### config.mk
export PLATFORM = sky130hd
export DESIGN_NAME = alu_exec_unit
export DESIGN_NICKNAME = d
export VERILOG_FILES = /design/src/rtl/alu_exec_unit.sv
export SDC_FILE = /design/constraint.sdc
export NUM_CORES = 1
export LEC_CHECK = 0
export ABC_AREA = 1
export BUFFER_PORTS_ARGS = -buffer_cell sky130_fd_sc_hd__buf_2
export CAP_MARGIN = 30
export CORE_MARGIN = 2
export CORE_UTILIZATION = 35
export DETAILED_ROUTE_END_ITERATION = 6
export HOLD_SLACK_MARGIN = 0.1
export SKIP_CTS_REPAIR_TIMING = 1
export SYNTH_ARGS = -nofsm -noshare
export SYNTH_HDL_FRONTEND = slang
export SYNTH_SLANG_ARGS = --single-unit
export TNS_END_PERCENT = 100
### constraint.sdc
create_clock -name clk -period 2.9 [get_ports clk]
set_input_delay 0.58 -clock clk [delete_from_list [all_inputs] [get_ports clk]]
set_output_delay 0.58 -clock clk [all_outputs]
set_load 0.02 [all_outputs]
### src/rtl/alu_exec_unit.sv
`default_nettype none
// ============================================================================
// Module      : alu_exec_unit
// Description : ALU execution unit. Single-cycle logic/arithmetic, plus
//               WIDTH-cycle shift-add multiply and restoring divide.
// Revision    : 1.0 - initial release
// ============================================================================
module alu_exec_unit #(
    parameter int WIDTH = 32
) (
    input  logic             clk,
    input  logic             reset_n,
    input  logic             start,
    input  logic [3:0]       ALUInput,
    input  logic [WIDTH-1:0] a,
    input  logic [WIDTH-1:0] b,
    output logic [WIDTH-1:0] result,
    output logic [WIDTH-1:0] hi,
    output logic             zero,
    output logic             overflow,
    output logic             illegal,
    output logic             busy,
    output logic             done
);

    localparam int CW = $clog2(WIDTH);

    localparam logic [3:0] c_AND = 4'b0000;
    localparam logic [3:0] c_OR  = 4'b0001;
    localparam logic [3:0] c_ADD = 4'b0010;
    localparam logic [3:0] c_NOR = 4'b0011;
    localparam logic [3:0] c_XOR = 4'b0100;
    localparam logic [3:0] c_SUB = 4'b0110;
    localparam logic [3:0] c_SLT = 4'b0111;
    localparam logic [3:0] c_MUL = 4'b1010;
    localparam logic [3:0] c_DIV = 4'b1111;

    typedef enum logic [1:0] {
        S_IDLE = 2'd0,
        S_MUL  = 2'd1,
        S_DIV  = 2'd2,
        S_DONE = 2'd3
    } state_t;

    state_t               state_q, state_d;
    logic [CW-1:0]        cnt_q, cnt_d;
    logic [2*WIDTH-1:0]   acc_q, acc_d;
    logic [WIDTH-1:0]     opnd_q, opnd_d;
    logic [WIDTH-1:0]     result_q, result_d;
    logic [WIDTH-1:0]     hi_q, hi_d;
    logic                 zero_q, zero_d;
    logic                 ovf_q, ovf_d;
    logic                 ill_q, ill_d;

    logic                 w_accept;
    logic                 w_last;
    logic [WIDTH:0]       w_msum;
    logic [2*WIDTH-1:0]   w_mul_next;
    logic [WIDTH:0]       w_rtrial;
    logic                 w_rge;
    logic [WIDTH:0]       w_rnew;
    logic [2*WIDTH-1:0]   w_div_next;
    logic [WIDTH-1:0]     w_sum;
    logic [WIDTH-1:0]     w_diff;
    logic [WIDTH-1:0]     w_alu_res;
    logic                 w_alu_ovf;
    logic                 w_alu_ill;

    assign w_accept = start && (state_q == S_IDLE || state_q == S_DONE);
    assign w_last   = (cnt_q == CW'(WIDTH - 1));

    // Multiply: acc holds {partial high, remaining multiplier bits}.
    assign w_msum     = {1'b0, acc_q[2*WIDTH-1:WIDTH]} + (acc_q[0] ? {1'b0, opnd_q} : '0);
    assign w_mul_next = {w_msum, acc_q[WIDTH-1:1]};

    // Divide: acc holds {partial remainder, dividend/quotient shift register}.
    assign w_rtrial   = {acc_q[2*WIDTH-1:WIDTH], acc_q[WIDTH-1]};
    assign w_rge      = (w_rtrial >= {1'b0, opnd_q});
    assign w_rnew     = w_rge ? (w_rtrial - {1'b0, opnd_q}) : w_rtrial;
    assign w_div_next = {w_rnew[WIDTH-1:0], acc_q[WIDTH-2:0], w_rge};

    assign w_sum  = a + b;
    assign w_diff = a - b;

    always_comb begin
        w_alu_res = '0;
        w_alu_ovf = 1'b0;
        w_alu_ill = 1'b0;
        case (ALUInput)
            c_AND: w_alu_res = a & b;
            c_OR:  w_alu_res = a | b;
            c_NOR: w_alu_res = ~(a | b);
            c_XOR: w_alu_res = a ^ b;
            c_ADD: begin
                w_alu_res = w_sum;
                w_alu_ovf = (a[WIDTH-1] == b[WIDTH-1]) && (w_sum[WIDTH-1] != a[WIDTH-1]);
            end
            c_SUB: begin
                w_alu_res = w_diff;
                w_alu_ovf = (a[WIDTH-1] != b[WIDTH-1]) && (w_diff[WIDTH-1] != a[WIDTH-1]);
            end
            c_SLT: w_alu_res = ($signed(a) < $signed(b)) ? WIDTH'(1) : '0;
            default: w_alu_ill = 1'b1;
        endcase
    end

    always_comb begin
        state_d  = state_q;
        cnt_d    = cnt_q;
        acc_d    = acc_q;
        opnd_d   = opnd_q;
        result_d = result_q;
        hi_d     = hi_q;
        zero_d   = zero_q;
        ovf_d    = ovf_q;
        ill_d    = ill_q;
        case (state_q)
            S_IDLE, S_DONE: begin
                state_d = S_IDLE;
                if (w_accept) begin
                    cnt_d = '0;
                    if (ALUInput == c_MUL) begin
                        opnd_d  = a;
                        acc_d   = {{WIDTH{1'b0}}, b};
                        state_d = S_MUL;
                    end else if (ALUInput == c_DIV && b != '0) begin
                        opnd_d  = b;
                        acc_d   = {{WIDTH{1'b0}}, a};
                        state_d = S_DIV;
                    end else if (ALUInput == c_DIV) begin
                        result_d = '1;
                        hi_d     = a;
                        zero_d   = 1'b0;
                        ovf_d    = 1'b0;
                        ill_d    = 1'b0;
                        state_d  = S_DONE;
                    end else begin
                        result_d = w_alu_res;
                        hi_d     = '0;
                        zero_d   = (w_alu_res == '0);
                        ovf_d    = w_alu_ovf;
                        ill_d    = w_alu_ill;
                        state_d  = S_DONE;
                    end
                end
            end
            S_MUL, S_DIV: begin
                acc_d = (state_q == S_MUL) ? w_mul_next : w_div_next;
                cnt_d = cnt_q + CW'(1);
                if (w_last) begin
                    result_d = acc_d[WIDTH-1:0];
                    hi_d     = acc_d[2*WIDTH-1:WIDTH];
                    zero_d   = (acc_d[WIDTH-1:0] == '0);
                    ovf_d    = 1'b0;
                    ill_d    = 1'b0;
                    state_d  = S_DONE;
                end
            end
            default: state_d = S_IDLE;
        endcase
    end

    always_ff @(posedge clk or negedge reset_n) begin
        if (!reset_n) begin
            state_q  <= S_IDLE;
            cnt_q    <= '0;
            acc_q    <= '0;
            opnd_q   <= '0;
            result_q <= '0;
            hi_q     <= '0;
            zero_q   <= 1'b0;
            ovf_q    <= 1'b0;
            ill_q    <= 1'b0;
        end else begin
            state_q  <= state_d;
            cnt_q    <= cnt_d;
            acc_q    <= acc_d;
            opnd_q   <= opnd_d;
            result_q <= result_d;
            hi_q     <= hi_d;
            zero_q   <= zero_d;
            ovf_q    <= ovf_d;
            ill_q    <= ill_d;
        end
    end

    assign result   = result_q;
    assign hi       = hi_q;
    assign zero     = zero_q;
    assign overflow = ovf_q;
    assign illegal  = ill_q;
    assign busy     = (state_q == S_MUL) || (state_q == S_DIV);
    assign done     = (state_q == S_DONE);

endmodule
`default_nettype wire

==> results.yml, run 1 <==
timing:
  whs_ns: 0.124
  slew_headroom_pct: 45.8
  slew_viol_final: 0
  fin_crit_sh_pct: 97.2
  skew_ns: 0.0103
  setup_viol_count_final: 0
  fmax_mhz: 355
  setup_ws_ns: 0.0820
  tightest_slew_ns: 0.812
  hold_violations: 0
  rsz0062_at_grt: "yes"
  period_minus_slack_ns: 2.82
worst_setup_path:
  crit_start: "acc_q[0]$_DFFE_PN0P_"
  critPathKind: "flip-flop to flip-flop"
  timing.rr.end: "hi[24]$_DFFE_PN0P_"
  required_ns: 3.28
  crit_family: "buffers and inverters"
  critical_path_peak_fanout: 14
  ff2ff_setup_slack_ns: 0.08
  cp-endpoint: "hi[24]$_DFFE_PN0P_"
  rr_worst_depth: 17
  slowest_delay_ns: 0.39
  worst-path-buf-inv: 6
  timing.critical_path.depth: 17
  rr_startpoint: "acc_q[0]$_DFFE_PN0P_"
  cp-start-kind: "flip-flop"
  critical_path_arrival_ns: 3.19
  crit_chain: "buf_6, buf_12, nand2_1, inv_1, ha_1, buf_4, nand2_1, nor4_2, buf_4, nand3_1, o211ai_1, buf_4, nand2_1, a21o_1, nand3_1, nand3_2, a21oi_2"
  critPathCaptureType: "flip-flop"
  crit_slowest_cell: "dfrtp_1"
cells_and_area:
  final_cell_mix: "818 x nand2_1, 539 x buf_4, 411 x inv_1, 299 x nor2_1, 217 x nand3_1"
  drive_above_1_share_pct: 24.6
  fin_nets: 3964
  synthToLayoutAreaGrowth_pct: 35.6
  finish.utilization_pct: 48.2
  final_common_cell: "nand2_1"
  insertedDiodeCount: 0
clocking:
  cts_tree: "built"
  clock_sinks: 170
  h-tree-depth: 4
  clk_pin_slew_ns: 0.07
  root_buffer: "clkbuf_16"
  clock_latency_ns: 0.45
  cts_buffer_depth: 2
  cts_buffers: 17
floorplanning:
  die_h_microns: 238
  coreArea_sq_um: 53900
  dieArea_sq_um: 56600
  fp.dieW_microns: 238
  core.rowCount: 85
  start_util_pct: 35.5
  top_level_ports: 140
logic_synthesis:
  async_flop_share_pct: 100
  yosys.cell_types.count: 54
  ys_seq_area_share_pct: 22.2
  yosys.area.top_type: "dfrtp_1"
  ys.flop_type: "dfrtp_1"
  ys_ff_latch: 170
  synth_cells: 3121
  post-synth-top-area-fraction_pct: 22.2
  syn_nets: 3363
  synth_area_leaders: "dfrtp_1 22%, nand2_1 16%, ha_1 11%"
  synth-warning-count: 0
  synth_edf_count: 0
  syn-cell-area_sq_um: 19200
  syn_area_per_cell_sq_um: 6.14
drt:
  vias: 24000
  wl_per_cell_microns: 20.5
  ant_nets: 0
  drc_errors: 0
  drt_iter0_drc: 2864
  first_pass_iters: 6
  via_per_inst: 5.42
  drt-total-wl_mm: 90.8
place:
  hpwl_mm: 75.1
  finalWeightedCongestion: 1.04
  dpl_worst_slack_ns: -0.467
  numPortBuffers: 139
power:
  powerDensity_nw_per_um2: 1100
  p_leak_nw: 13.5
  ir_drop_v: 0.000746
outcome:
  status: "completed"
global_route:
  grt_max_degree: 60
  grt_usage_pct: 31.2
  antenna_found_initial: 4
  overflow: 0
  grt_pass1_wl_mm: 134
  grt_pass1_vias: 21800
worst_hold_path:
  holdCritPathClass: "input pin to async pin"
flow_run:
  max_cap_viol_count: 0
state kept, by name, indices dropped and copies added, names as in the netlist:
signal / count
illegal: 1
hi: 32
result: 32
state_q: 2
opnd_q: 32
cnt_q: 5
zero: 1
overflow: 1
acc_q: 64
synthesized netlist by cell type (all sizes together) (16+ instances only):
| cell type | number |
|---|---|
| a21oi | 234 |
| a221oi | 31 |
| buf | 71 |
| clkbuf | 49 |
| dfrtp | 170 |
| ha | 167 |
| inv | 434 |
| nand2 | 844 |
| nand3 | 233 |
| nand4 | 44 |
| nor2 | 332 |
| nor3 | 28 |
| o211ai | 59 |
| o21ai | 229 |
| o21bai | 19 |
| o22ai | 40 |
| xnor2 | 16 |
| xor2 | 21 |
power breakdown:
| group | total (mW) | internal, mW | switching [mW] |
|---|---|---|---|
| registers | 4.75 | 3.63 | 1.12 |
| logic | 21.3 | 8.15 | 13.1 |
| clock network | 2.43 | 1.38 | 1.05 |
| total | 28.5 | 13.2 | 15.3 |
cells by family after synthesis:
kind of cell	share of synthesized area [%]
AND/OR/NAND/NOR	32.3
AO/OA/AOI/OAI	20.6
buffers and inverters	11.4
adder cells (fa/ha/maj)	11.3
flip-flops	22.2
XOR/XNOR	1.69
multiplexers	0.470
worst register-to-register path, cell delays in order (launching register included):
cell,delay (ns)
dfrtp_1,0.39
buf_6,0.17
buf_12,0.16
nand2_1,0.06
inv_1,0.04
ha_1,0.32
buf_4,0.13
nand2_1,0.07
nor4_2,0.28
buf_4,0.17
nand3_1,0.07
o211ai_1,0.09
buf_4,0.16
nand2_1,0.06
a21o_1,0.16
nand3_1,0.11
nand3_2,0.14
a21oi_2,0.17
through the flow:
stage                     TNS, ns  total power, mW  cell area, sq um  std cells
final                           0             28.5             26000       4430
after global routing       -0.350             30.7             26000       4430
after CTS                  -0.572             26.8             25200       4420
after detailed placement    -5.24             24.2             24600       4389
after global placement      -5.06             24.2             24600       4389
after floorplan                 0             16.3             19200       3121
how the worst min path moves through the flow:
| stage | from | to | cells after the start |
|---|---|---|---|
| after floorplan | reset_n | acc_q[0]$_DFFE_PN0P_ | 0 |
| after global placement | result[14]$_DFFE_PN0P_ | result[14]$_DFFE_PN0P_ | 2 |
| after detailed placement | result[17]$_DFFE_PN0P_ | result[17]$_DFFE_PN0P_ | 2 |
| after CTS | reset_n | cnt_q[2]$_DFFE_PN0P_ | 1 |
| after global routing | reset_n | acc_q[34]$_DFFE_PN0P_ | 1 |
| final | reset_n | acc_q[34]$_DFFE_PN0P_ | 1 |
cell type report:
cell class | count | area, sq um
Timing Repair Buffer | 702 | 5220
Inverter | 434 | 1630
Sequential cell | 170 | 4250
Fill cell | 5633 | 27900
Clock buffer | 18 | 439
Tap cell | 696 | 871
Multi-Input combinational cell | 2397 | 13400
Clock inverter | 13 | 170
routing by layer:
| metal | wire length, microns | track usage (%) | up-vias | share of wire [%] |
|---|---|---|---|---|
| li1 | - | - | 11500 | - |
| met1 | 40900 | 45.0 | 11100 | 45 |
| met2 | 38000 | 46.9 | 1228 | 42 |
| met3 | 9150 | 6.21 | 145 | 10 |
| met4 | 2710 | 8.75 | 6 | 3.0 |
| met5 | 40 | 0 | - | 0.044 |
Note: power is estimated with default switching activity, not from simulation.
==> run 2, diff against run 1 <==
--- a/config.mk
+++ b/config.mk
@@ -8,10 +8,13 @@
 export ABC_AREA = 1
 export BUFFER_PORTS_ARGS = -buffer_cell sky130_fd_sc_hd__buf_2
 export CAP_MARGIN = 30
-export CORE_MARGIN = 2
-export CORE_UTILIZATION = 35
+export CELL_PAD_IN_SITES_DETAIL_PLACEMENT = 0
+export CELL_PAD_IN_SITES_GLOBAL_PLACEMENT = 2
+export CORE_MARGIN = 8
+export CORE_UTILIZATION = 31
 export DETAILED_ROUTE_END_ITERATION = 6
 export HOLD_SLACK_MARGIN = 0.1
+export PLACE_DENSITY_LB_ADDON = 0.1
 export SKIP_CTS_REPAIR_TIMING = 1
 export SYNTH_ARGS = -nofsm -noshare
 export SYNTH_HDL_FRONTEND = slang
==> run 2 against run 1 <==
Utilization is 1.8 points lower. Critical path type unchanged. Power grew 16%. Highest routed layer is now met4. Worst setup slack worse by 0.042 ns. Largest power group unchanged.
==> results.yml, run 2 (same netlist as run 1, synthesis figures left out) <==
clocking:
  root_buffer: "clkbuf_16"
  h-tree-depth: 4
  cts_buffer_depth: 2
  clock_sinks: 170
  clock_latency_ns: 0.50
  clk_pin_slew_ns: 0.08
  cts_tree: "built"
  cts_buffers: 17
timing:
  skew_ns: 0.0210
  slew_viol_final: 0
  fin_crit_sh_pct: 98.6
  setup_viol_count_final: 0
  rsz0062_at_grt: "yes"
  slew_headroom_pct: 36.3
  period_minus_slack_ns: 2.86
  setup_ws_ns: 0.0398
  hold_violations: 0
  fmax_mhz: 350
  tightest_slew_ns: 0.955
drt:
  drt_iter0_drc: 2829
  ant_nets: 0
  via_per_inst: 5.32
  drc_errors: 0
  wl_per_cell_microns: 23.4
  first_pass_iters: 6
  drt-total-wl_mm: 112
  vias: 25400
global_route:
  grt_pass1_wl_mm: 160
  antenna_found_initial: 0
  grt_max_degree: 59
  grt_usage_pct: 30.6
  grt_pass1_vias: 24100
  overflow: 0
place:
  finalWeightedCongestion: 1.02
  hpwl_mm: 94.8
  dp_cells: 4732
  dpl_worst_slack_ns: -0.615
  numPortBuffers: 139
cells_and_area:
  drive_above_1_share_pct: 31.4
  stdcell_count: 4777
  largest_register_ffs: 64
  final_common_cell: "nand2_1"
  synthToLayoutAreaGrowth_pct: 48.7
  top_register: "acc_q"
  final_cell_mix: "798 x nand2_1, 786 x buf_4, 403 x inv_1, 282 x nor2_1, 213 x nand3_1"
  fin_nets: 4214
outcome:
  status: "completed"
floorplanning:
  fp.dieW_microns: 265
  core.rowCount: 91
  dieArea_sq_um: 70000
  die_h_microns: 265
  coreArea_sq_um: 61400
  top_level_ports: 140
  start_util_pct: 31.2
power:
  p_leak_nw: 14.7
  powerDensity_nw_per_um2: 1150
  p_total_mw: 32.9
  ir_drop_v: 0.000605
worst_hold_path:
  holdCritPathClass: "input pin to flip-flop"
  whs_path_depth: 3
  min_from: "start"
  whs_endpoint: "cnt_q[0]$_DFFE_PN0P_"
worst_setup_path:
  critPathKind: "flip-flop to flip-flop"
  critPathCaptureType: "flip-flop"
  ff2ff_setup_slack_ns: 0.04
  rr_worst_depth: 16
  timing.rr.end: "hi[19]$_DFFE_PN0P_"
  required_ns: 3.32
  rr_startpoint: "acc_q[0]$_DFFE_PN0P_"
  cp-start-kind: "flip-flop"
  critical_path_arrival_ns: 3.28
  critical_path_peak_fanout: 7
flow_run:
  max_cap_viol_count: 0
==> run 2: cell count changes in the layout (fill, tap and decap cells not counted), moves of 11 or more <==
cell	delta
nor2_2	+14
buf_4	+247
a21oi_2	+13
nand2_1	-20
ha_1	-14
nor2_1	-17
nand2_2	+17
ha_4	+21
a21oi_1	-11
==> run 2: metrics by stage <==
stage	cell area [sq um]	TNS, ns	utilization [%]	hold WS [ns]
floorplan	19200	0	-	0.284
global placement	26600	-14.99	43.3	0.460
detailed placement	26600	-16.11	43.3	0.463
CTS	27200	-5.09	44.3	0.0496
global route	28500	-0.800	46.4	0.459
finish	28500	0	46.4	0.468
==> run 2: how the worst max path moves through the flow <==
stage                                    start                     end  cells past startpoint
after detailed placement                 a[17]  result[28]$_DFFE_PN0P_                     17
after global placement                   a[19]        zero$_DFFE_PN0P_                     17
final                     acc_q[0]$_DFFE_PN0P_      hi[19]$_DFFE_PN0P_                     16
after floorplan           acc_q[0]$_DFFE_PN0P_      hi[27]$_DFFE_PN0P_                     25
after global routing      acc_q[0]$_DFFE_PN0P_      hi[27]$_DFFE_PN0P_                     21
after CTS                 acc_q[0]$_DFFE_PN0P_      hi[27]$_DFFE_PN0P_                     15
==> run 2: layer usage <==
layer	global-route usage (%)	wire, microns
met1	46.4	54200
met2	43.6	44900
met3	5.66	9830
met4	7.60	3060
met5	0	0
==> run 2: final cells by class <==
cell class / count / area [sq um]
tap: 790 / 988
sequential: 170 / 4250
antenna: 2 / 5.00
clock buffer: 19 / 453
clock inverter: 13 / 139
inverter: 434 / 1640
timing repair buffer: 952 / 7110
multi-input combinational: 2397 / 13900
fill: 6398 / 32900
==> run 2: where the power goes <==
group	total, mW	switching [mW]	internal, mW	leakage [nW]
registers	4.58	0.948	3.63	2.04
logic	25.9	15.4	10.5	12.4
clock network	2.46	1.26	1.20	0.286
==> run 2: critical path: stages, from the launching register on <==
cell and delay, ns:
dfrtp_1 0.41, buf_8 0.17, buf_12 0.15, nand2_1 0.07, inv_1 0.04, ha_1 0.33, buf_4 0.16, nand2_2 0.11
o21ai_1 0.12, a21oi_2 0.21, buf_4 0.16, buf_4 0.11, nand3_2 0.14, xnor2_1 0.16, nand2_1 0.08, nand3_2 0.18
a21oi_2 0.16
